`src/rtl/ks_wide_add_sequencer.sv`:
```
// ks_wide_add_sequencer
// Byte-serial multi-precision add controller around an external 8-bit adder core.
// Operand byte pairs arrive LSB first on a valid/ready stream. Each pair passes
// combinationally to the core. The core's sum byte is registered into a
// single-entry output stage, and its carry-out is chained into the next byte.
// Ports:
//   clk, rst_n         clock, async active-low reset
//   ena                enable; low freezes all state and blocks both handshakes
//   start, cin         begin an operation (acted on in IDLE) with initial carry
//   in_valid/in_ready  operand stream handshake; in_a, in_b operand bytes
//   add_a/b/cin        drive the adder core; add_sum/add_cout come back from it
//   out_valid/ready    sum stream handshake; out_sum byte, out_last marks MSB
//   carry_out/overflow final carry and signed overflow of the last completed op
//   busy, done         operation in progress / one-cycle completion pulse
module ks_wide_add_sequencer #(
    parameter int unsigned NBYTES = 4,
    parameter bit          CIN_EN = 1'b1
) (
    input  logic       clk,
    input  logic       rst_n,
    input  logic       ena,
    input  logic       start,
    input  logic       cin,
    input  logic       in_valid,
    output logic       in_ready,
    input  logic [7:0] in_a,
    input  logic [7:0] in_b,
    output logic [7:0] add_a,
    output logic [7:0] add_b,
    output logic       add_cin,
    input  logic [7:0] add_sum,
    input  logic       add_cout,
    output logic       out_valid,
    input  logic       out_ready,
    output logic [7:0] out_sum,
    output logic       out_last,
    output logic       carry_out,
    output logic       overflow,
    output logic       busy,
    output logic       done
);

    localparam int unsigned IW = (NBYTES > 1) ? $clog2(NBYTES) : 1;

    typedef enum logic [1:0] {
        S_IDLE  = 2'd0,
        S_RUN   = 2'd1,
        S_DRAIN = 2'd2
    } state_t;

    state_t          r_state;
    logic [IW-1:0]   r_idx;
    logic            r_carry;
    logic            r_out_valid;
    logic [7:0]      r_out_sum;
    logic            r_out_last;
    logic            r_carry_out;
    logic            r_overflow;
    logic            r_done;

    logic            w_in_ready;
    logic            w_in_xfer;
    logic            w_out_xfer;
    logic            w_last_byte;

    // Accept a new pair only while running, when the output slot is free or being drained this cycle
    assign w_in_ready  = ena & (r_state == S_RUN) & (~r_out_valid | out_ready);
    assign w_in_xfer   = in_valid & w_in_ready;
    assign w_out_xfer  = ena & r_out_valid & out_ready;
    assign w_last_byte = (r_idx == IW'(NBYTES - 1));

    // Adder core is a pure pass-through; its delay lands in the in_a -> out_sum path
    assign add_a   = in_a;
    assign add_b   = in_b;
    assign add_cin = r_carry;

    // Sequencer state, carry chain and output stage
    always_ff @(posedge clk or negedge rst_n) begin
        if (!rst_n) begin
            r_state     <= S_IDLE;
            r_idx       <= '0;
            r_carry     <= 1'b0;
            r_out_valid <= 1'b0;
            r_out_sum   <= 8'h00;
            r_out_last  <= 1'b0;
            r_carry_out <= 1'b0;
            r_overflow  <= 1'b0;
            r_done      <= 1'b0;
        end else if (ena) begin
            r_done <= 1'b0;
            case (r_state)
                S_IDLE: begin
                    if (start) begin
                        r_carry     <= cin & CIN_EN;
                        r_idx       <= '0;
                        r_carry_out <= 1'b0;
                        r_overflow  <= 1'b0;
                        r_state     <= S_RUN;
                    end
                end
                S_RUN: begin
                    if (w_in_xfer) begin
                        // Simultaneous output transfer is implied: the slot is simply overwritten
                        r_out_sum   <= add_sum;
                        r_carry     <= add_cout;
                        r_out_valid <= 1'b1;
                        r_out_last  <= w_last_byte;
                        r_idx       <= r_idx + IW'(1);
                        if (w_last_byte) begin
                            r_carry_out <= add_cout;
                            r_overflow  <= (in_a[7] == in_b[7]) & (add_sum[7] != in_a[7]);
                            r_state     <= S_DRAIN;
                        end
                    end else if (w_out_xfer) begin
                        r_out_valid <= 1'b0;
                    end
                end
                S_DRAIN: begin
                    // Slot holds the MSB byte; completion is its departure
                    if (w_out_xfer) begin
                        r_out_valid <= 1'b0;
                        r_out_last  <= 1'b0;
                        r_done      <= 1'b1;
                        r_state     <= S_IDLE;
                    end
                end
                default: begin
                    r_state <= S_IDLE;
                end
            endcase
        end
    end

    assign in_ready  = w_in_ready;
    assign out_valid = r_out_valid;
    assign out_sum   = r_out_sum;
    assign out_last  = r_out_last;
    assign carry_out = r_carry_out;
    assign overflow  = r_overflow;
    assign busy      = (r_state != S_IDLE);
    assign done      = r_done;

endmodule

```
`config.mk`:
```
export PLATFORM = sky130hd
export DESIGN_NAME = ks_wide_add_sequencer
export DESIGN_NICKNAME = d
export VERILOG_FILES = /design/src/rtl/ks_wide_add_sequencer.sv
export SDC_FILE = /design/constraint.sdc
export NUM_CORES = 1
export LEC_CHECK = 0
export CORE_ASPECT_RATIO = 1.4
export CORE_MARGIN = 4
export CORE_UTILIZATION = 34
export DETAILED_ROUTE_END_ITERATION = 10
export PLACE_DENSITY = 0.85
export SLEW_MARGIN = 20
export SYNTH_ARGS = -nofsm -noshare
export SYNTH_HDL_FRONTEND = slang
export SYNTH_SLANG_ARGS = --single-unit
```
`constraint.sdc`:
```
create_clock -name clk -period 1.54 [get_ports clk]
set_input_delay 0.154 -clock clk [delete_from_list [all_inputs] [get_ports clk]]
set_output_delay 0.154 -clock clk [all_outputs]
set_load 0.05 [all_outputs]
```
==> impl_metrics.yaml, run 1 <==
status:
  status: "complete, no violations"
yosys:
  synth_area_leader_cell: "sky130_fd_sc_hd__dfrtp_1"
  synth_top_family_by_area: "simple AND/OR/NAND/NOR gates"
  synth.top_cells.by_count: "sky130_fd_sc_hd__dfrtp_1, sky130_fd_sc_hd__buf_4, sky130_fd_sc_hd__nand2_1, sky130_fd_sc_hd__mux2_4, sky130_fd_sc_hd__inv_1"
  synthesis.instances: 103
  ys_seq_area_share_pct: 40.4
  synth.most_common_cell: "sky130_fd_sc_hd__dfrtp_1"
  synth.yosys.warnings: 0
  synth_enable_flop_cells: 0
  yosys_most_used_dff: "sky130_fd_sc_hd__dfrtp_1"
  synth_top_cell_area_share_pct: 40.4
  fraction_of_the_mapped_netlist_area_in_compound_gates_pct: 9.78
  async_reset_ff_share_pct: 100
  synth.mux.area_fraction_pct: 14.9
  synthSimpleGateAreaFrac_pct: 15.5
  yosys.cell_types.count: 32
  yosys.area_share.xor_xnor_pct: 0
  synth-seq-cells: 18
  synthesis.area_per_instance_um2: 10.8
  yosys-top-cells-area: "sky130_fd_sc_hd__dfrtp_1, sky130_fd_sc_hd__mux2_4, sky130_fd_sc_hd__buf_4"
  synthesis.area_um2: 1110
  synth-adder-area-share_pct: 5.62
  syn_nets: 140
detailed_routing:
  vias_per_cell: 4.81
  first_iter_violations: 21
  dr_total_vias: 861
  drtAntennaViolNets: 0
  drt_pass1_iterations: 4
  avgRoutedWirePerCell_um: 15.0
  drc_errors: 0
  totalWireLength_um: 2680
cells_and_area:
  drive_above_1_share_pct: 47.1
  multi_input_area_um2: 573
  register_area_um2: 453
  syn_to_final_growth_pct: 45.8
  antenna-diode-count: 0
  final_nets: 178
  n_fill_cell: 281
clock_tree:
  htree_num_levels: 1
  ctsLongestPathBuffers: 2
  numCtsBuffers: 3
  cts_tree: "done"
  worst_skew_pair.late_latency_ps: 250
  clk_pin_slew_worst_paths_ps: 70
  cts_hold_buf: 0
  clock-sinks: 18
  clock_tree.root_cell: "sky130_fd_sc_hd__clkbuf_8"
sta:
  layout_setup_ws_ps: 9.05
  report.final.slew_viol_count: 0
  slew_headroom_pct: 84.4
  rsz0062_at_grt: "yes"
  setup_total_negative_slack_ps: 0
  post-route-period-util_pct: 99.4
  worst_clock_skew_ps: 0.848
  hold_ws_ps: 222
  timing.final.setup_violations: 0
  hold_viol: 0
  maxClockFrequency_ghz: 0.653
  timing.final.crit_period_ps: 1530
  max_slew.worst_pin.slew_ps: 233
setup_path:
  timing_worst_setup_path_type: "reg -> reg"
  reg2reg_depth: 6
  crit_start: "r_state[1]"
  timing.rr.start: "r_state[1]"
  cp_data_required_time_ps: 1680
  arrival_ps: 1670
  setup.worst_path.start_class: "register"
  critical_path.endpoint_type: "register"
  r2r-end: "out_sum[5]"
  path_max_fanout: 5
  worst-r2r-setup-slack_ps: 9
place:
  detailedPlace.worstSlack_ps: -35.1
  dp.final_hpwl_um: 2060
  gpl.final_weighted_congestion: 0.807
  io_buffer_count: 35
die:
  floorplan.io_pins: 64
  die-area_um2: 4270
  design.core.area_um2: 3120
  start_util_pct: 35.7
  row_count: 24
  die_height_um: 75.7
  chipWidth_um: 56.4
power_and_ir_drop:
  pwr_density_cell_nw_per_um2: 2120
  worst_ir_drop_vdd_mv: 1.24
  leakagePower_nw: 0.779
global_routing:
  total_routing_usage_gr_pct: 13.2
  grt_pass1_vias: 915
  gr-total-overflow: 0
  largest_net_degree_at_the_start_of_global_routing: 19
  antenna_found_initial: 0
  grt_pass1_wl_um: 4350
run:
  maxCapViolations: 0
hold_path:
  worstHoldPathType: "in -> async"
[how the worst max path moves through the flow]
stage / cells after the start / to / slack (ps)
2_1_floorplan: 6 / add_cin / -10
3_3_place_gp: 5 / out_sum[2] / -9
3_5_place_dp: 5 / r_state[1] / -40
4_1_cts: 6 / out_sum[4] / 2
5_1_grt: 6 / out_sum[3] / -50
6_report: 6 / out_sum[5] / 9
[repair_timing]
action | in CTS | in global routing
endpoints found under the setup margin | 9 | 15
setup buffers | 2 | 1
pin swaps | 2 | 5
resized for setup | 5 | 4
gates cloned | 1 | 0
[registers in the layout, indices dropped and copies added (netlist names)]
register and flops:
out_sum 8, r_idx 2, r_state 2, done 1, add_cin 1, carry_out 1
out_valid 1, overflow 1, out_last 1
[cells by family (layout without fill, tap and decap cells)]
group                      count (synthesis)  after routing
AOI/OAI and AO/OA                         14             14
adders and majority gates                  5              5
buffers and inverters                     24             60
DFF                                       18             18
muxes                                     12             12
and+or+nand+nor                           30             31
[critical path, stage by stage, from the launching register on]
cell,delay [ps]
sky130_fd_sc_hd__dfrtp_1,390
sky130_fd_sc_hd__inv_2,110
sky130_fd_sc_hd__ha_4,140
sky130_fd_sc_hd__nand2_2,50
sky130_fd_sc_hd__and2b_4,320
sky130_fd_sc_hd__nand2_8,90
sky130_fd_sc_hd__mux2_4,310
[cell usage in the layout (no fill, tap or decap), types with 3 or more instances in the layout]
master and n:
sky130_fd_sc_hd__clkdlybuf4s50_1 17, sky130_fd_sc_hd__nand2_1 11, sky130_fd_sc_hd__ha_1 3, sky130_fd_sc_hd__mux2_4 10
sky130_fd_sc_hd__inv_1 3, sky130_fd_sc_hd__clkbuf_8 4, sky130_fd_sc_hd__nand3_1 3, sky130_fd_sc_hd__o21ai_0 4
sky130_fd_sc_hd__buf_4 29, sky130_fd_sc_hd__dfrtp_1 16, sky130_fd_sc_hd__buf_12 4
[routing by layer]
layer,global-route usage [%],vias up,wire (µm)
met1,14.2,430,958
met5,0,-,0
met3,3.56,2,169
li1,-,407,-
met4,5.01,0,10
met2,25.0,22,1540
[where the power goes]
group / switching [mW] / total, mW / internal (mW) / leakage (nW)
logic: 1.25 / 2.20 / 0.953 / 0.527
clock network: 0.161 / 0.388 / 0.227 / 0.0288
registers: 0.162 / 0.848 / 0.687 / 0.223
[final cells by class]
class	instances	share of cell area (%)
Tap cell	39	3.00
Sequential cell	18	27.9
Timing Repair Buffer	50	28.8
Multi-Input combinational cell	62	35.3
Clock buffer	4	3.39
Inverter	6	1.62
[stage by stage]
step	cell area, µm²	utilization [%]	std cells	total power [mW]
after detailed placement	1500	48.0	171	2.93
after global placement	1500	48.0	171	2.87
final	1620	52.0	179	3.44
after CTS	1610	51.4	178	3.41
after floorplan	1140	-	103	2.32
after global routing	1620	52.0	179	3.65
Note: power is estimated with default switching activity, not from simulation.
==> inputs of run 2 (changes only) <==
--- a/config.mk
+++ b/config.mk
@@ -5,8 +5,7 @@
 export SDC_FILE = /design/constraint.sdc
 export NUM_CORES = 1
 export LEC_CHECK = 0
-export CORE_ASPECT_RATIO = 1.4
-export CORE_MARGIN = 4
+export CORE_ASPECT_RATIO = 0.75
 export CORE_UTILIZATION = 34
 export DETAILED_ROUTE_END_ITERATION = 10
 export PLACE_DENSITY = 0.85
==> run 2 against run 1 <==
Compared with the run above: the flow now finishes with violations (setup timing); clock power fell by 14%; first-iteration DRC count rose to 3.7 times the previous value; sequential power about the same; global-route usage increased by 3.6 points; sequential share of layout area fell by 1.4 points; critical path depth unchanged; utilization is 4.5 points higher; maximum frequency is 2.1% lower; cell count rose by 3.4%; non-clock buffer count is 7 higher; critical endpoint is now in_ready.
==> impl_metrics.yaml, run 2 (synthesis results as in run 1) <==
sta:
  slew_headroom_pct: 83.8
  layout_setup_ws_ps: -23.9
  hold_viol: 0
  post-route-period-util_pct: 102
  report.final.slew_viol_count: 0
  timing.final.setup_violations: 3
  timing.final.crit_period_ps: 1560
  maxClockFrequency_ghz: 0.639
  rsz0062_at_grt: "yes"
  worst_clock_skew_ps: 6.17
  max_slew.worst_pin.slew_ps: 241
status:
  violations: "setup timing"
  status: "complete, but fails checks"
place:
  io_buffer_count: 35
  dp.final_hpwl_um: 2090
  dp.cells: 171
  gpl.final_weighted_congestion: 0.876
run:
  maxCapViolations: 0
die:
  die_height_um: 51.6
  row_count: 17
  die-area_um2: 3510
  start_util_pct: 36.9
  chipWidth_um: 68.1
  floorplan.io_pins: 64
  design.core.area_um2: 3020
setup_path:
  timing_worst_setup_path_type: "reg -> out"
  path_max_fanout: 3
  timing.rr.start: "r_state[1]"
  worst-r2r-setup-slack_ps: 0
  r2r-end: "r_state[1]"
  arrival_ps: 1410
  setup.worst_path.start_class: "register"
  critical_path.endpoint_type: "output port"
  cp_data_required_time_ps: 1390
  reg2reg_depth: 7
detailed_routing:
  avgRoutedWirePerCell_um: 16.2
  totalWireLength_um: 3000
  first_iter_violations: 77
  drtAntennaViolNets: 0
  drc_errors: 0
  vias_per_cell: 5.05
  drt_pass1_iterations: 4
  dr_total_vias: 934
cells_and_area:
  mostFrequentLayoutCell: "sky130_fd_sc_hd__buf_4"
  layout.cells.most_common_list: "sky130_fd_sc_hd__buf_4, sky130_fd_sc_hd__dfrtp_1, sky130_fd_sc_hd__clkdlybuf4s50_1, sky130_fd_sc_hd__nand2_1, sky130_fd_sc_hd__mux2_4"
  antenna-diode-count: 0
  register_area_um2: 452
  drive_above_1_share_pct: 50.3
  stdcell_count: 185
  layout.core_utilization_pct: 56.5
  largest_register_ffs: 8
  n_fill_cell: 239
  syn_to_final_growth_pct: 53.1
  final_nets: 185
  multi_input_area_um2: 593
global_routing:
  grt_pass1_wl_um: 4280
  total_routing_usage_gr_pct: 16.9
  gr-total-overflow: 0
  grt_pass1_vias: 885
  gr_layer_usage_met2_pct: 27.1
  busiest_layer: "met2"
  grt.met1_usage_pct: 22.4
  use_met3_pct: 3.29
  antenna_found_initial: 0
  largest_net_degree_at_the_start_of_global_routing: 19
clock_tree:
  clock-sinks: 18
  cts_hold_buf: 0
  clock_tree.root_cell: "sky130_fd_sc_hd__clkbuf_8"
  numCtsBuffers: 3
  clk_pin_slew_worst_paths_ps: 70
  cts_tree: "done"
  worst_skew_pair.late_latency_ps: 250
  htree_num_levels: 1
  ctsLongestPathBuffers: 2
power_and_ir_drop:
  leakagePower_nw: 0.826
  pwr_density_cell_nw_per_um2: 2170
  worst_ir_drop_vdd_mv: 0.779
hold_path:
  worstHoldPathType: "in -> async"
==> run 2: power breakdown <==
| group | leakage, nW | switching (mW) | internal, mW |
|---|---|---|---|
| Clock | 0.0228 | 0.149 | 0.184 |
| Combinational | 0.580 | 1.37 | 1.14 |
| Sequential | 0.224 | 0.167 | 0.685 |
==> run 2: repair_timing <==
action,in CTS,in global routing
resized for setup,8,11
endpoints found under the setup margin,11,14
gates cloned,0,1
pin swaps,2,3
buffers inserted,5,4
==> run 2: layout make-up <==
class	instances	share of cell area, %
Sequential cell	18	26.5
Timing Repair Buffer	57	31.6
Inverter	6	1.69
Multi-Input combinational cell	62	34.8
Clock buffer	4	2.64
Tap cell	38	2.79
==> run 2: worst max-delay path by stage <==
stage | startpoint | end
floorplan | r_state[1] | add_cin
global placement | in_valid | out_sum[4]
detailed placement | in_valid | out_sum[2]
global route | r_state[1] | in_ready
finish | r_state[1] | in_ready
CTS | r_state[1] | in_ready
==> run 2: routing by layer <==
metal,vias up,wire length (µm)
li1,423,-
met1,465,1200
met2,34,1550
met3,12,204
met4,0,48
met5,-,0
==> run 2: worst max-delay path, cell delays in order (launching register included) <==
cell and delay (ps):
sky130_fd_sc_hd__dfrtp_1 400, sky130_fd_sc_hd__inv_2 90, sky130_fd_sc_hd__ha_4 150, sky130_fd_sc_hd__buf_6 110
sky130_fd_sc_hd__buf_6 100, sky130_fd_sc_hd__and3_4 180, sky130_fd_sc_hd__buf_12 130
==> run 2: through the flow <==
step / cell area [µm²] / hold WS (ps) / TNS, ps / power (mW) / setup WS, ps
after floorplan: 1140 / -142 / -14.0 / 2.32 / -14.0
after global placement: 1500 / 308 / -72.5 / 2.90 / -11.0
after detailed placement: 1500 / 308 / -383 / 2.97 / -48.5
after CTS: 1620 / 238 / -68.1 / 3.49 / -39.3
after global routing: 1710 / 269 / -491 / 3.87 / -74.1
final: 1710 / 236 / -40.5 / 3.69 / -23.9
==> inputs of run 3 (changes only) <==
--- a/config.mk
+++ b/config.mk
@@ -6,10 +6,13 @@
 export NUM_CORES = 1
 export LEC_CHECK = 0
 export CORE_ASPECT_RATIO = 0.75
+export CORE_MARGIN = 3
 export CORE_UTILIZATION = 34
 export DETAILED_ROUTE_END_ITERATION = 10
+export MAX_ROUTING_LAYER = met4
 export PLACE_DENSITY = 0.85
 export SLEW_MARGIN = 20
 export SYNTH_ARGS = -nofsm -noshare
 export SYNTH_HDL_FRONTEND = slang
 export SYNTH_SLANG_ARGS = --single-unit
+export TNS_END_PERCENT = 100
==> run 3 against run 2 <==
Compared with the run above: the flow still finishes with violations (setup timing); power fell by 3.3%; highest routed layer unchanged; register-to-register slack about the same; largest cell class unchanged; combinational power fell by 8%; via count fell by 2.5%; largest power group unchanged; global-route usage decreased by 1.7 points.
==> impl_metrics.yaml, run 3 (synthesis results as in run 1) <==
status:
  status: "complete, but fails checks"
  violations: "setup timing"
sta:
  rsz0062_at_grt: "yes"
  layout_setup_ws_ps: -7.39
  timing.final.crit_period_ps: 1550
  slew_headroom_pct: 84.0
  post-route-period-util_pct: 100
  hold_ws_ps: 216
  hold_viol: 0
  worst_clock_skew_ps: 8.61
  max_slew.worst_pin.slew_ps: 240
  maxClockFrequency_ghz: 0.646
  timing.final.setup_violations: 6
  report.final.slew_viol_count: 0
cells_and_area:
  layout.cells.most_common_list: "sky130_fd_sc_hd__buf_4, sky130_fd_sc_hd__clkdlybuf4s50_1, sky130_fd_sc_hd__dfrtp_1, sky130_fd_sc_hd__nand2_1, sky130_fd_sc_hd__mux2_4"
  syn_to_final_growth_pct: 46.3
  final_nets: 176
  design_area_um2: 1630
  stdcell_count: 176
  drive_above_1_share_pct: 46.4
  largest_register_ffs: 8
  antenna-diode-count: 0
  mostFrequentLayoutCell: "sky130_fd_sc_hd__buf_4"
clock_tree:
  numCtsBuffers: 3
  clk_pin_slew_worst_paths_ps: 70
  htree_num_levels: 1
  clock_tree.root_cell: "sky130_fd_sc_hd__clkbuf_8"
  clock-sinks: 18
  ctsLongestPathBuffers: 2
  cts_hold_buf: 0
  worst_skew_pair.late_latency_ps: 260
  cts_tree: "done"
die:
  design.core.area_um2: 3040
  floorplan.io_pins: 64
  start_util_pct: 36.6
  die_height_um: 55.6
  chipWidth_um: 72.1
  row_count: 17
  die-area_um2: 4000
global_routing:
  total_routing_usage_gr_pct: 15.2
  largest_net_degree_at_the_start_of_global_routing: 19
  grt_pass1_wl_um: 4660
  grt_pass1_vias: 914
  gr-total-overflow: 0
  antenna_found_initial: 0
hold_path:
  worstHoldPathType: "in -> async"
setup_path:
  path_max_fanout: 5
  arrival_ps: 1690
  worst-r2r-setup-slack_ps: -7
  cp_data_required_time_ps: 1680
  reg2reg_depth: 6
  crit_start: "r_state[1]"
  timing.rr.start: "r_state[1]"
  setup.worst_path.start_class: "register"
  critical_path.endpoint_type: "register"
  timing_worst_setup_path_type: "reg -> reg"
  r2r-end: "out_sum[6]"
detailed_routing:
  totalWireLength_um: 2990
  vias_per_cell: 5.18
  drc_errors: 0
  first_iter_violations: 150
  drt_pass1_iterations: 4
  dr_total_vias: 911
  drtAntennaViolNets: 0
  avgRoutedWirePerCell_um: 17.0
power_and_ir_drop:
  leakagePower_nw: 0.776
  worst_ir_drop_vdd_mv: 0.812
  pwr_density_cell_nw_per_um2: 2190
place:
  dp.cells: 168
  gpl.final_weighted_congestion: 0.758
  dp.final_hpwl_um: 2120
  detailedPlace.worstSlack_ps: -68.6
  post_dp_cell_area_um2: 1480
  io_buffer_count: 35
run:
  maxCapViolations: 0
-- run 3: layout make-up --
class                   instances  area, µm²
flip-flops and latches         18        453
inverters                       6       28.8
clock buffers                   4       55.1
well taps                      38       47.5
fillers                       255       1410
repair buffers                 48        464
multi-input cells              62        581
-- run 3: metal layers --
| metal | vias to the layer above | global-route usage [%] | routed length (µm) |
|---|---|---|---|
| li1 | 407 | - | - |
| met1 | 437 | 18.0 | 1150 |
| met2 | 55 | 26.6 | 1580 |
| met3 | 12 | 2.36 | 194 |
| met4 | 0 | 4.02 | 65 |
| met5 | - | - | 0 |
-- run 3: power breakdown --
part,leakage (nW),total [mW],switching (mW),internal (mW)
clock,0.0288,0.391,0.163,0.227
combinational,0.524,2.32,1.32,0.998
sequential,0.223,0.865,0.178,0.687
-- run 3: timing repair --
action,4_1_cts,5_1_grt
gates cloned,0,1
setup endpoints to repair,12,13
setup buffers,2,1
resized for setup,7,8
pin swaps,2,5
-- run 3: worst max-delay path by stage --
stage	end	slack, ps	depth (start not counted)
after global placement	out_sum[2]	-10	5
after global routing	add_cin	-70	7
after detailed placement	out_sum[6]	-70	5
final	out_sum[6]	-7	6
after floorplan	add_cin	-10	6
after CTS	add_cin	-30	5
-- run 3: per-stage QoR --
stage / power, mW / setup TNS (ps) / utilization, %
2_1_floorplan: 2.32 / -14.0 / -
3_3_place_gp: 2.87 / -84.4 / 48.7
3_5_place_dp: 2.94 / -580 / 48.7
4_1_cts: 3.46 / -193 / 51.9
5_1_grt: 3.74 / -654 / 53.6
6_report: 3.57 / -22.7 / 53.6
-- run 3: critical path, cell delays in order (launching register included) --
cell and delay [ps]:
sky130_fd_sc_hd__dfrtp_1 390, sky130_fd_sc_hd__inv_2 110, sky130_fd_sc_hd__ha_4 160, sky130_fd_sc_hd__nand2_2 50, sky130_fd_sc_hd__and2b_4 330, sky130_fd_sc_hd__nand2_8 90
sky130_fd_sc_hd__mux2_4 300
